<file path="src/rtl/stage_ra_pipe.sv">
// stage_ra_pipe: RA->RO boundary register with valid/ready handshake.
// Holds up to two words (output register plus skid entry) so that RO
// back-pressure never drops or duplicates an instruction. The writeback
// register address is sliced from the instruction as the word is accepted
// and travels with it. SKID=0 collapses the stage to a single register
// whose ready_out looks through to ready_in.
module stage_ra_pipe #(
   parameter int DW     = 24,
   parameter int FW     = 4,
   parameter int RAW    = 4,
   parameter int RA_LSB = 12,
   parameter int SKID   = 1
) (
   input  logic            clk,
   input  logic            rst,
   input  logic            valid_in,
   output logic            ready_out,
   input  logic            flush,
   input  logic [DW-1:0]   pc_in,
   input  logic [DW-1:0]   instr_in,
   input  logic [DW-1:0]   result_in,
   input  logic [FW-1:0]   flags_in,
   output logic            valid_out,
   input  logic            ready_in,
   output logic [DW-1:0]   pc_out,
   output logic [DW-1:0]   instr_out,
   output logic [DW-1:0]   result_out,
   output logic [FW-1:0]   flags_out,
   output logic [RAW-1:0]  reg_waddr_out,
   output logic [1:0]      occupancy
);

   // state encoding doubles as the held-word count
   localparam logic [1:0] ST_EMPTY = 2'd0;
   localparam logic [1:0] ST_ONE   = 2'd1;
   localparam logic [1:0] ST_TWO   = 2'd2;

   typedef struct packed {
      logic [DW-1:0]  pc;
      logic [DW-1:0]  instr;
      logic [DW-1:0]  result;
      logic [FW-1:0]  flags;
      logic [RAW-1:0] waddr;
   } word_t;

   word_t      in_w;
   word_t      out_q;
   logic [1:0] state;
   logic       accept;
   logic       xfer;

   // pack the incoming word; destination register is captured here so it
   // stays bound to its own instruction through the skid entry
   always_comb begin
      in_w        = '0;
      in_w.pc     = pc_in;
      in_w.instr  = instr_in;
      in_w.result = result_in;
      in_w.flags  = flags_in;
      in_w.waddr  = instr_in[RA_LSB+RAW-1:RA_LSB];
   end

   assign valid_out = (state != ST_EMPTY);
   assign accept    = valid_in & ready_out & ~flush;
   assign xfer      = valid_out & ready_in;
   assign occupancy = state;

   assign pc_out        = out_q.pc;
   assign instr_out     = out_q.instr;
   assign result_out    = out_q.result;
   assign flags_out     = out_q.flags;
   assign reg_waddr_out = out_q.waddr;

   generate
      if (SKID != 0) begin : g_skid
         word_t skid_q;

         // ready depends only on registered state, breaking the ready path
         assign ready_out = (state != ST_TWO);

         // EMPTY/ONE/TWO controller: output register first, skid overflow
         always_ff @(posedge clk or posedge rst) begin
            if (rst) begin
               state  <= ST_EMPTY;
               out_q  <= '0;
               skid_q <= '0;
            end else if (flush) begin
               // data left stale; valid drop makes it don't-care
               state <= ST_EMPTY;
            end else begin
               case (state)
                  ST_EMPTY: begin
                     if (accept) begin
                        out_q <= in_w;
                        state <= ST_ONE;
                     end
                  end
                  ST_ONE: begin
                     if (accept && xfer) begin
                        out_q <= in_w;
                     end else if (accept) begin
                        skid_q <= in_w;
                        state  <= ST_TWO;
                     end else if (xfer) begin
                        state <= ST_EMPTY;
                     end
                  end
                  ST_TWO: begin
                     // ready_out is low here, so no accept can coincide
                     if (xfer) begin
                        out_q <= skid_q;
                        state <= ST_ONE;
                     end
                  end
                  default: state <= ST_EMPTY;
               endcase
            end
         end
      end else begin : g_noskid
         // single register: accept whenever the slot is free or draining
         assign ready_out = ~valid_out | ready_in;

         // one-deep holding register
         always_ff @(posedge clk or posedge rst) begin
            if (rst) begin
               state <= ST_EMPTY;
               out_q <= '0;
            end else if (flush) begin
               state <= ST_EMPTY;
            end else if (accept) begin
               out_q <= in_w;
               state <= ST_ONE;
            end else if (xfer) begin
               state <= ST_EMPTY;
            end
         end
      end
   endgenerate

endmodule
</file>
<file path="config.mk">
export PLATFORM = sky130hd
export DESIGN_NAME = stage_ra_pipe
export DESIGN_NICKNAME = d
export VERILOG_FILES = /design/src/rtl/stage_ra_pipe.sv
export SDC_FILE = /design/constraint.sdc
export NUM_CORES = 1
export LEC_CHECK = 0
export BUFFER_PORTS_ARGS = -buffer_cell sky130_fd_sc_hd__buf_2
export CORE_MARGIN = 2
export CORE_UTILIZATION = 35
export DETAILED_ROUTE_END_ITERATION = 8
export MAX_ROUTING_LAYER = met4
export PLACE_DENSITY = 0.67
export REMOVE_ABC_BUFFERS = 1
export SLEW_MARGIN = 20
export SYNTH_ARGS = -nofsm -noshare
export SYNTH_HDL_FRONTEND = slang
export SYNTH_SLANG_ARGS = --single-unit
</file>
<file path="constraint.sdc">
create_clock -name clk -period 5.7 [get_ports clk]
set_clock_uncertainty 0.1 [all_clocks]
set_input_delay 0.57 -clock clk [delete_from_list [all_inputs] [get_ports clk]]
set_output_delay 0.57 -clock clk [all_outputs]
set_load 0.02 [all_outputs]
</file>
Word level (Yosys, flattened, before mapping)
Index checks and enable logic that the tools add are counted.
- register bits after elaboration: 162
- output and inout bits: 84
- logic and storage cells: 44
- equality and inequality tests: 10
- multiplexer cells: 11
- bitwise operators: 5
- reduce and logical (&&, ||, !) cells: 7
- operators by type and width (cell ; number):
    two-way mux 80 bit ; 3
    one-hot mux 80 bit (3 select lines) ; 1
    two-way mux 2 bit ; 6
    != test 3 bit (second input constant) ; 3
    != test 2 bit (second input constant) ; 4
    AND reduction 4 bit ; 2
    one-hot mux 2 bit (3 select lines) ; 1
    AND reduction 5 bit ; 1
    != test 4 bit (second input constant) ; 1
    bitwise AND 1 bit ; 3
    nonzero test 3 bit ; 1
    == test 2 x 1 -> 1 bit (second input constant) ; 1
    == test 2 bit (second input constant) ; 1
    zero test 2 bit ; 1
    NOT 1 bit ; 2
    nonzero test 2 bit ; 1
    logical AND 1 bit ; 1

Longest topological paths before layout
Gate-level depths: netlist of run 1.
- depth after elaboration: 7
- gate-level depth with buffers: 6
- depth with buffers taken out: 3

Least setup slack after synthesis of run 1
OpenSTA, ideal clock, no wires.
- kind: flip-flop to flip-flop
- from: register state[0], in the netlist occupancy[0]
- to: register out_q, in the netlist instr_out[13]
- arrival time: 1.698 ns
- required time: 5.472 ns
- slack: 3.774 ns
- cell stages (with the launch flop): 6
- buffers on the path: 2
- path through: dfrtp_1 > nand2b_1 > buf_2 > buf_2 > mux2_2 > mux2_1
- longest elaborated chain between the ends: 6
- elaborated cells between the ends (all ways): 15
- ends and longest elaborated chain (item ; RTL line ; source):
    start, declared ; 48 ; logic [1:0] state;
    start signal, assigned ; 84 ; state <= ST_EMPTY;
    start signal, assigned ; 89 ; state <= ST_EMPTY;
    start signal, assigned ; 95 ; state <= ST_ONE;
    != test 2 bit (*) ; 79 ; assign ready_out = (state != ST_TWO);
    named net ready_out ; 17 ; output logic ready_out,
    bitwise AND 1 bit (*) (2 in a row) ; 64 ; assign accept = valid_in & ready_out & ~flush;
    logical AND 1 bit ; 99 ; if (accept && xfer) begin
    != test 2 bit (no source line) ; - ;
    AND reduction 5 bit (no source line) (*) ; - ;
    end signal, assigned ; 94 ; out_q <= in_w;
    end signal, assigned ; 100 ; out_q <= in_w;
    end signal, assigned ; 111 ; out_q <= skid_q;
    end, declared ; 47 ; word_t out_q;
The timed path passes the listed nets; every way through them passes the cells marked *.
A chain may end at the register's enable or synchronous reset.

Worst setup path in the final report of run 1
- from: register state[0], in the netlist occupancy[0]
- to: output ready_out
- longest elaborated chain between the ends: 1
- ends and longest elaborated chain (item ; RTL line):
    != test 2 bit ; 79
    end, declared ; 17
No other way between the ends.

==> results.md, run 1 <==
| Metric | This run | Unit |
|---|---|---|
| Critical Path Start Type | flip-flop | - |
| Mean number of vias per cell | 4.62 | - |
| Global-route wire length before repair | 21300 | microns |
| Worst R2R Start | occupancy[0]$_DFFE_PP0P_ | - |
| Global-route total usage across every layer | 0.135 | - |
| Post-CTS sizing | 0 | - |
| Count of endpoints failing setup in the final report | 0 | - |
| Leakage | 4.05 | nW |
| Required time reported for the critical path endpoint | 5.03 | ns |
| Effective utilization at floorplan | 0.354 | - |
| Number of distinct library cells after synthesis | 20 | - |
| Final weighted congestion of routability-driven global placement | 0.679 | - |
| Number of design rule violations left after detail routing | 0 | - |
| Area growth, synth to finish | 25.5 | % |
| Worst Hold End | g_skid.skid_q[45]$_DFFE_PP0P_ | - |
| Number of primary I/O pins | 165 | - |
| CTS Hold Bufs | 1 | - |
| R2R Setup Slk | 2.98 | ns |
| I/O Buffers | 164 | - |
| Critical R2R Capture | instr_out[18]$_DFFE_PP0P_ | - |
| Chip height | 144 | microns |
| Path type of the worst min-delay path | in2reg | - |
| Vias in the first global route | 4358 | - |
| Max Fclk | 315 | MHz |
| Final critical delay including setup and external delays | 3.17 | ns |
| Worst Setup End Kind | primary output | - |
| Buffers inserted by post-CTS timing repair | 0 | - |
| Final Hold Slack | 0.284 | ns |
| Arrival time at the worst endpoint | 2.50 | ns |
| Max FO, Critical Path | 42 | - |
| Max Transition Viols Final | 0 | - |
| Mean cell area of the mapped netlist | 16.1 | sq um |
| Total clock sinks | 154 | - |
| Number of nets with antenna violations after detailed routing | 0 | - |
| CORE AREA | 19300 | sq um |
| Die Span X | 144 | microns |
| Routed via count | 3979 | - |
| Wirelength per Cell | 15.0 | microns |
| Setup repair after global routing missed its margin | no | - |
| Source-to-sink clock delay at the later pin of the worst-skew pair | 0.41 | ns |
| Antenna Cells | 0 | - |
| Critical path class | reg2out | - |
| Floorplan die area | 20700 | sq um |
| Total Routed Length | 12900 | microns |
| Number of failing hold endpoints at the final stage | 0 | - |
| Layout cells sized above 1 | 0.673 | - |
| Worst Reg-to-Reg Cells | 4 | - |
| Max Root-Sink Buffers | 2 | - |
| Number of instances in the synthesized netlist | 425 | - |
| Maximum level of the CTS H-tree | 4 | - |
| Number of search-and-repair iterations in the first detailed-routing pass | 4 | - |
| GR Overflow Total | 0 | - |
| Share of synthesized area occupied by flip-flops and latches | 0.563 | - |
| Hold depth | 2 | - |
| Max-Cap Viols | 0 | - |
| Core utilization of the finished layout | 0.444 | - |
| Std-Cell Rows | 51 | - |
| Area of the mapped netlist | 6840 | sq um |
| Library cell used as clock root buffer | sky130_fd_sc_hd__clkbuf_16 | - |
| Final Cycle Share | 0.556 | - |
| Clk slew on worst S/H paths | 0.06 | ns |
| Number of antenna violations at the first check in global routing | 0 | - |
| Largest net degree at the start of global routing | 78 | - |
| Nets | 666 | - |
| Synth Register Bits | 154 | - |
| Power density over cell area | 417 | nW/um^2 |
| Result of the run | finished clean | - |
| Half-perimeter wire length of the detailed placement result | 8740 | microns |
| Cts bufs inserted | 17 | - |
| Yosys warns | 0 | - |
| Least-Margin Pin Slew | 1.06 | ns |
| Largest vdd supply drop | 0.000190 | V |
| Origin of the worst min-delay path | instr_in[13] | - |
| Clock tree from TritonCTS | done | - |
| Headroom to the max-slew limit | 0.296 | - |
| Starting DRC count in detailed routing | 68 | - |
| Final TNS setup | 0 | ns |
==> routing by layer <==
metal  GRT usage  up-vias  part of all wire
met2       0.230       88              0.52
li1            -     1844                 -
met1       0.156     2040              0.43
met3      0.0357        7             0.042
met5           -        -                 0
met4      0.0433        0            0.0088
==> stage by stage <==
stage               total power, mW  cell area, sq um  worst slack, ns  cells
floorplan                      1.99              6630            0.880    396
global placement               2.20              7840             3.01    829
detailed placement             2.24              7840             2.89    829
CTS                            3.64              8560             2.50    861
global route                   3.77              8590             2.37    862
finish                         3.58              8590             2.53    862
==> worst max-delay path, cell delays in order (launching register included) <==
cell and delay (ns):
sky130_fd_sc_hd__dfrtp_1 0.51, sky130_fd_sc_hd__nand2b_4 0.53, sky130_fd_sc_hd__buf_4 0.65, sky130_fd_sc_hd__buf_2 0.29
==> sequential cells by signal, summed over array words and instances (netlist names) <==
register and flops:
result_out 24, flags_out 4, instr_out 24, g_skid.skid_q 76, pc_out 24, occupancy 2
==> how the worst max path moves through the flow <==
stage,slack [ns],endpoint,startpoint
2_1_floorplan,0.88,flags_out[0]$_DFFE_PP0P_,rst
3_3_place_gp,3.01,ready_out,occupancy[0]$_DFFE_PP0P_
3_5_place_dp,2.89,g_skid.skid_q[41]$_DFFE_PP0P_,flush
4_1_cts,2.50,ready_out,occupancy[0]$_DFFE_PP0P_
5_1_grt,2.37,ready_out,occupancy[0]$_DFFE_PP0P_
6_report,2.53,ready_out,occupancy[0]$_DFFE_PP0P_
==> synthesized netlist by cell type, drive strengths merged <==
library cell | number | area (sq um)
o31ai | 2 | 28.8
o21ba | 1 | 10.0
nor2 | 1 | 3.75
nand2 | 2 | 7.51
or3b | 1 | 8.76
or2 | 1 | 6.26
mux2i | 1 | 10.0
buf | 29 | 209
mux2 | 228 | 2670
nor4b | 1 | 8.76
dfrtp | 154 | 3850
nand2b | 1 | 6.26
a21oi | 1 | 5.00
nand4bb | 1 | 11.3
inv | 1 | 3.75
==> cell families (layout without fill, tap and decap cells) <==
| kind of cell | after synthesis | count (layout) | share of synthesized area |
|---|---|---|---|
| flip-flops | 154 | 154 | 0.563 |
| multiplexers | 229 | 229 | 0.392 |
| AND/OR/NAND/NOR | 8 | 8 | 0.00768 |
| buffers and inverters | 30 | 202 | 0.0311 |
| AO/OA/AOI/OAI | 4 | 4 | 0.00640 |
==> report_power, final <==
group | internal [mW] | total, mW | switching [mW]
Combinational | 0.357 | 0.712 | 0.355
Sequential | 1.37 | 1.50 | 0.132
Clock | 0.914 | 1.37 | 0.454
==> cell type report <==
type                       instances  area, sq um
clock buffer                      17          425
clock inverter                    14          290
fill                            1784        10700
inverter                           1         8.76
multi-input combinational        241         2790
sequential                       154         3850
tap                              265          332
timing repair buffer             170          888
==> placed cells by master (no fill, tap or decap), types with 4 or more instances in the layout <==
| cell type | synthesis | layout |
|---|---|---|
| sky130_fd_sc_hd__mux2_2 | 168 | 168 |
| sky130_fd_sc_hd__dfrtp_1 | 154 | 154 |
| sky130_fd_sc_hd__buf_2 | 14 | 164 |
| sky130_fd_sc_hd__buf_4 | 8 | 4 |
| sky130_fd_sc_hd__mux2_4 | 27 | 27 |
| sky130_fd_sc_hd__mux2_1 | 33 | 33 |
| sky130_fd_sc_hd__clkbuf_16 | 0 | 17 |
| sky130_fd_sc_hd__inv_6 | 0 | 4 |
| sky130_fd_sc_hd__bufinv_16 | 0 | 8 |
No activity file was read; power rests on OpenSTA's default activity.
==> inputs of run 2 (changes only) <==
- ABC_AREA: unset -> 1
- PLACE_DENSITY: 0.67 -> 0.69
- clock period: 5.7 -> 2.57 ns (I/O delays scaled with it)
==> results.md, run 2 <==
| Metric | This run | Unit | vs previous |
|---|---|---|---|
| Result of the run | finished clean | - |  |
| Part of the total power dissipated in the clock network | 0.308 | - | -0.074 |
| Yosys warns | 0 | - | unchanged |
| Max-Cap Viols | 0 | - | unchanged |
| Final critical delay including setup and external delays | 2.13 | ns |  |
| Number of instances in the synthesized netlist | 841 | - | +98% |
| Routed via count | 5882 | - | +48% |
| Max Transition Viols Final | 0 | - | unchanged |
| Synth Register Bits | 154 | - | unchanged |
| Path type of the worst min-delay path | in2reg | - |  |
| Post-synth top flop | sky130_fd_sc_hd__dfrtp_1 | - |  |
| Cts bufs inserted | 17 | - | unchanged |
| Arrival time at the worst endpoint | 1.77 | ns | -0.73 ns |
| Setup repair after global routing missed its margin | no | - |  |
| Floorplan die area | 20600 | sq um | -0.55% |
| Mean number of vias per cell | 4.43 | - | -4.1% |
| Largest net degree at the start of global routing | 155 | - | +99% |
| Number of primary I/O pins | 165 | - | unchanged |
| Switch share | 0.326 | - | +0.0631 |
| Number of failing hold endpoints at the final stage | 0 | - | unchanged |
| Register containing the most flip-flops in the final layout | g_skid.skid_q | - |  |
| Effective utilization at floorplan | 0.360 | - | +0.00622 |
| Max Root-Sink Buffers | 2 | - | unchanged |
| Int Power | 5.69 | mW | +120% |
| Layout cells sized above 1 | 0.197 | - | -0.476 |
| Area growth, synth to finish | 34.1 | % |  |
| Half-perimeter wire length of the detailed placement result | 9510 | microns | +8.8% |
| Final Cell Area | 9120 | sq um | +6.2% |
| Share of synthesized area occupied by flip-flops and latches | 0.566 | - | +0.00321 |
| Core utilization of the finished layout | 0.483 | - | +0.0386 |
| Final-layout fill cell count | 1818 | - | +1.9% |
| Required time reported for the critical path endpoint | 2.21 | ns | -2.82 ns |
| I/O Buffers | 164 | - | unchanged |
| Clock tree from TritonCTS | done | - |  |
| Combinational fraction of design power | 0.264 | - | +0.065 |
| Number of nets with antenna violations after detailed routing | 0 | - | unchanged |
| GR Overflow Total | 0 | - | unchanged |
| Main area contributors after synthesis | sky130_fd_sc_hd__dfrtp_1 57%, sky130_fd_sc_hd__nand2_1 21%, sky130_fd_sc_hd__o21ai_0 7.4%, sky130_fd_sc_hd__inv_1 4.3%, sky130_fd_sc_hd__o21ai_1 3.8% | - |  |
| Worst Setup End Kind | primary output | - |  |
| Global-route wire length before repair | 27100 | microns | +27% |
| Clk slew on worst S/H paths | 0.06 | ns | about the same |
| Global-route total usage across every layer | 0.172 | - | +0.0368 |
| Area share of the largest cell type after synthesis | 0.566 | - | +0.00321 |
| Critical Path Start Type | flip-flop | - |  |
| Final weighted congestion of routability-driven global placement | 0.740 | - | +9.0% |
| Number of enable flip-flop cells after synthesis | 0 | - | unchanged |
| Area of the mapped netlist | 6800 | sq um | -0.57% |
| Post-detailed-placement cell area | 7740 | sq um | -1.3% |
| Number of design rule violations left after detail routing | 0 | - | unchanged |
| Starting DRC count in detailed routing | 290 | - | +330% |
| Nets | 1137 | - | +71% |
| Seq pwr share | 0.428 | - | +0.009 |
| Cell type with the highest aggregate area in the netlist | sky130_fd_sc_hd__dfrtp_1 | - |  |
| Vias in the first global route | 5603 | - | +29% |
| Max Fclk | 470 | MHz |  |
| Flip-flop count of the largest register, all copies and words added | 76 | - | unchanged |
| Least-Margin Pin Slew | 0.893 | ns | -0.163 ns |
| Antenna Cells | 0 | - | unchanged |
| Source-to-sink clock delay at the later pin of the worst-skew pair | 0.42 | ns | about the same |
| Library cell used as clock root buffer | sky130_fd_sc_hd__clkbuf_16 | - |  |
| Largest vdd supply drop | 0.000445 | V | +130% |
| Number of antenna violations at the first check in global routing | 0 | - | unchanged |
| Std-Cell Rows | 50 | - | -2.0% |
| Most frequent standard cell in the layout excluding fill and tap cells | sky130_fd_sc_hd__nand2_1 | - |  |
| Power density over cell area | 926 | nW/um^2 | +120% |
| Chip height | 143 | microns | -0.27% |
| Wirelength per Cell | 12.4 | microns | -17% |
| Total clock sinks | 154 | - | unchanged |
| CORE AREA | 18900 | sq um | -2.3% |
| Critical path class | reg2out | - |  |
| Number of search-and-repair iterations in the first detailed-routing pass | 5 | - | +1 |
| Total Routed Length | 16500 | microns | +28% |
| Count of endpoints failing setup in the final report | 0 | - | unchanged |
| Headroom to the max-slew limit | 0.405 | - | +0.109 |
| Highest-count cells in the layout ignoring fill and taps | 386 x sky130_fd_sc_hd__nand2_1, 164 x sky130_fd_sc_hd__buf_2, 154 x sky130_fd_sc_hd__dfrtp_1, 101 x sky130_fd_sc_hd__o21ai_0 | - |  |
| Share of async-settable or async-resettable flops after synthesis | 1.00 | - | unchanged |
| Max FO, Critical Path | 154 | - | +270% |
| Ranking of synthesized cells by instance count | 387 x sky130_fd_sc_hd__nand2_1, 154 x sky130_fd_sc_hd__dfrtp_1, 101 x sky130_fd_sc_hd__o21ai_0 | - |  |
| Die Span X | 143 | microns | -0.27% |
| Leakage | 4.87 | nW | +20% |
| Number of distinct library cells after synthesis | 16 | - | -20% |
| Maximum level of the CTS H-tree | 4 | - | unchanged |
| Final Cycle Share | 0.828 | - |  |
| Mean cell area of the mapped netlist | 8.09 | sq um | -50% |
| Most repeated cell in the gate-level netlist after synthesis | sky130_fd_sc_hd__nand2_1 | - |  |
| P_sw | 2.75 | mW | +190% |
## run 2: changes by cell type after synthesis, moves of 10 or more
cell	previous run	this run
sky130_fd_sc_hd__mux2_4	27	0
sky130_fd_sc_hd__o21ai_0	0	101
sky130_fd_sc_hd__mux2_1	33	0
sky130_fd_sc_hd__nand2_1	2	387
sky130_fd_sc_hd__buf_4	8	18
sky130_fd_sc_hd__o21ai_1	0	52
sky130_fd_sc_hd__mux2_2	168	0
sky130_fd_sc_hd__clkbuf_1	0	10
sky130_fd_sc_hd__inv_1	1	78
## run 2: power groups by stage
| stage | clock network [mW] | registers, mW | logic (mW) |
|---|---|---|---|
| after CTS | 2.68 | 3.62 | 2.25 |
| after detailed placement | 0 | 3.65 | 2.14 |
| final | 2.60 | 3.61 | 2.23 |
| after global placement | 0 | 3.63 | 2.07 |
| after global routing | 2.79 | 3.70 | 2.52 |
| after floorplan | 0 | 4.06 | 0.947 |
## run 2: final timing paths
check                                          from                            end  slack (ns)  cells after the start
hold reg to reg            flags_out[1]$_DFFE_PP0P_       flags_out[1]$_DFFE_PP0P_        0.37                      2
min in group asynchronous                       rst  g_skid.skid_q[18]$_DFFE_PP0P_        0.34                      3
max in group asynchronous                       rst         pc_out[23]$_DFFE_PP0P_        1.32                      4
setup / recovery           occupancy[0]$_DFFE_PP0P_                      ready_out        0.44                      4
setup reg to reg           occupancy[0]$_DFFE_PP0P_      instr_out[13]$_DFFE_PP0P_        0.62                      7
hold / removal                             ready_in       occupancy[1]$_DFFE_PP0P_        0.06                      2
## run 2: kinds of logic after synthesis
kind of cell | after synthesis | share of synthesized area
AND/OR/NAND/NOR | 401 | 0.226
flip-flops | 154 | 0.566
AO/OA/AOI/OAI | 153 | 0.113
buffers and inverters | 133 | 0.0953
## run 2: final cells by class
type                            count  area (sq um)  area share
Timing Repair Buffer              249          1710       0.188
Tap cell                          260           325      0.0357
Clock inverter                     11           144      0.0158
Multi-Input combinational cell    554          2310       0.253
Inverter                           80           305      0.0335
Clock buffer                       21           470      0.0516
Sequential cell                   154          3850       0.422
## run 2: what timing repair did
action / 4_1_cts / 5_1_grt
setup buffers: 0 / 0
resized for setup: 0 / 0
hold buffers: 77 / 0
hold endpoints to repair: 125 / 0
## run 2: routing by layer
layer	part of all wire	up-vias	track usage
met2	0.46	149	0.275
met5	0	-	-
li1	-	3018	-
met1	0.48	2705	0.217
met3	0.048	10	0.0433
met4	0.0094	0	0.0490
## run 2: critical path, stage by stage (launching register included)
cell                      delay, ns
sky130_fd_sc_hd__dfrtp_1       0.47
sky130_fd_sc_hd__inv_2         0.09
sky130_fd_sc_hd__nand2_4       0.08
sky130_fd_sc_hd__buf_12        0.43
sky130_fd_sc_hd__buf_2         0.27
## run 2: per-stage QoR
step | TNS, ns | worst slack [ns] | std cells | hold slack (ns) | total power [mW]
after floorplan | -471.85 | -2.06 | 788 | 0.267 | 5.01
after global placement | 0 | 0.688 | 1220 | 0.237 | 5.71
after detailed placement | 0 | 0.633 | 1220 | 0.246 | 5.79
after CTS | 0 | 0.389 | 1329 | 0.0355 | 8.54
after global routing | 0 | 0.277 | 1329 | 0.0555 | 9.01
final | 0 | 0.442 | 1329 | 0.0580 | 8.44
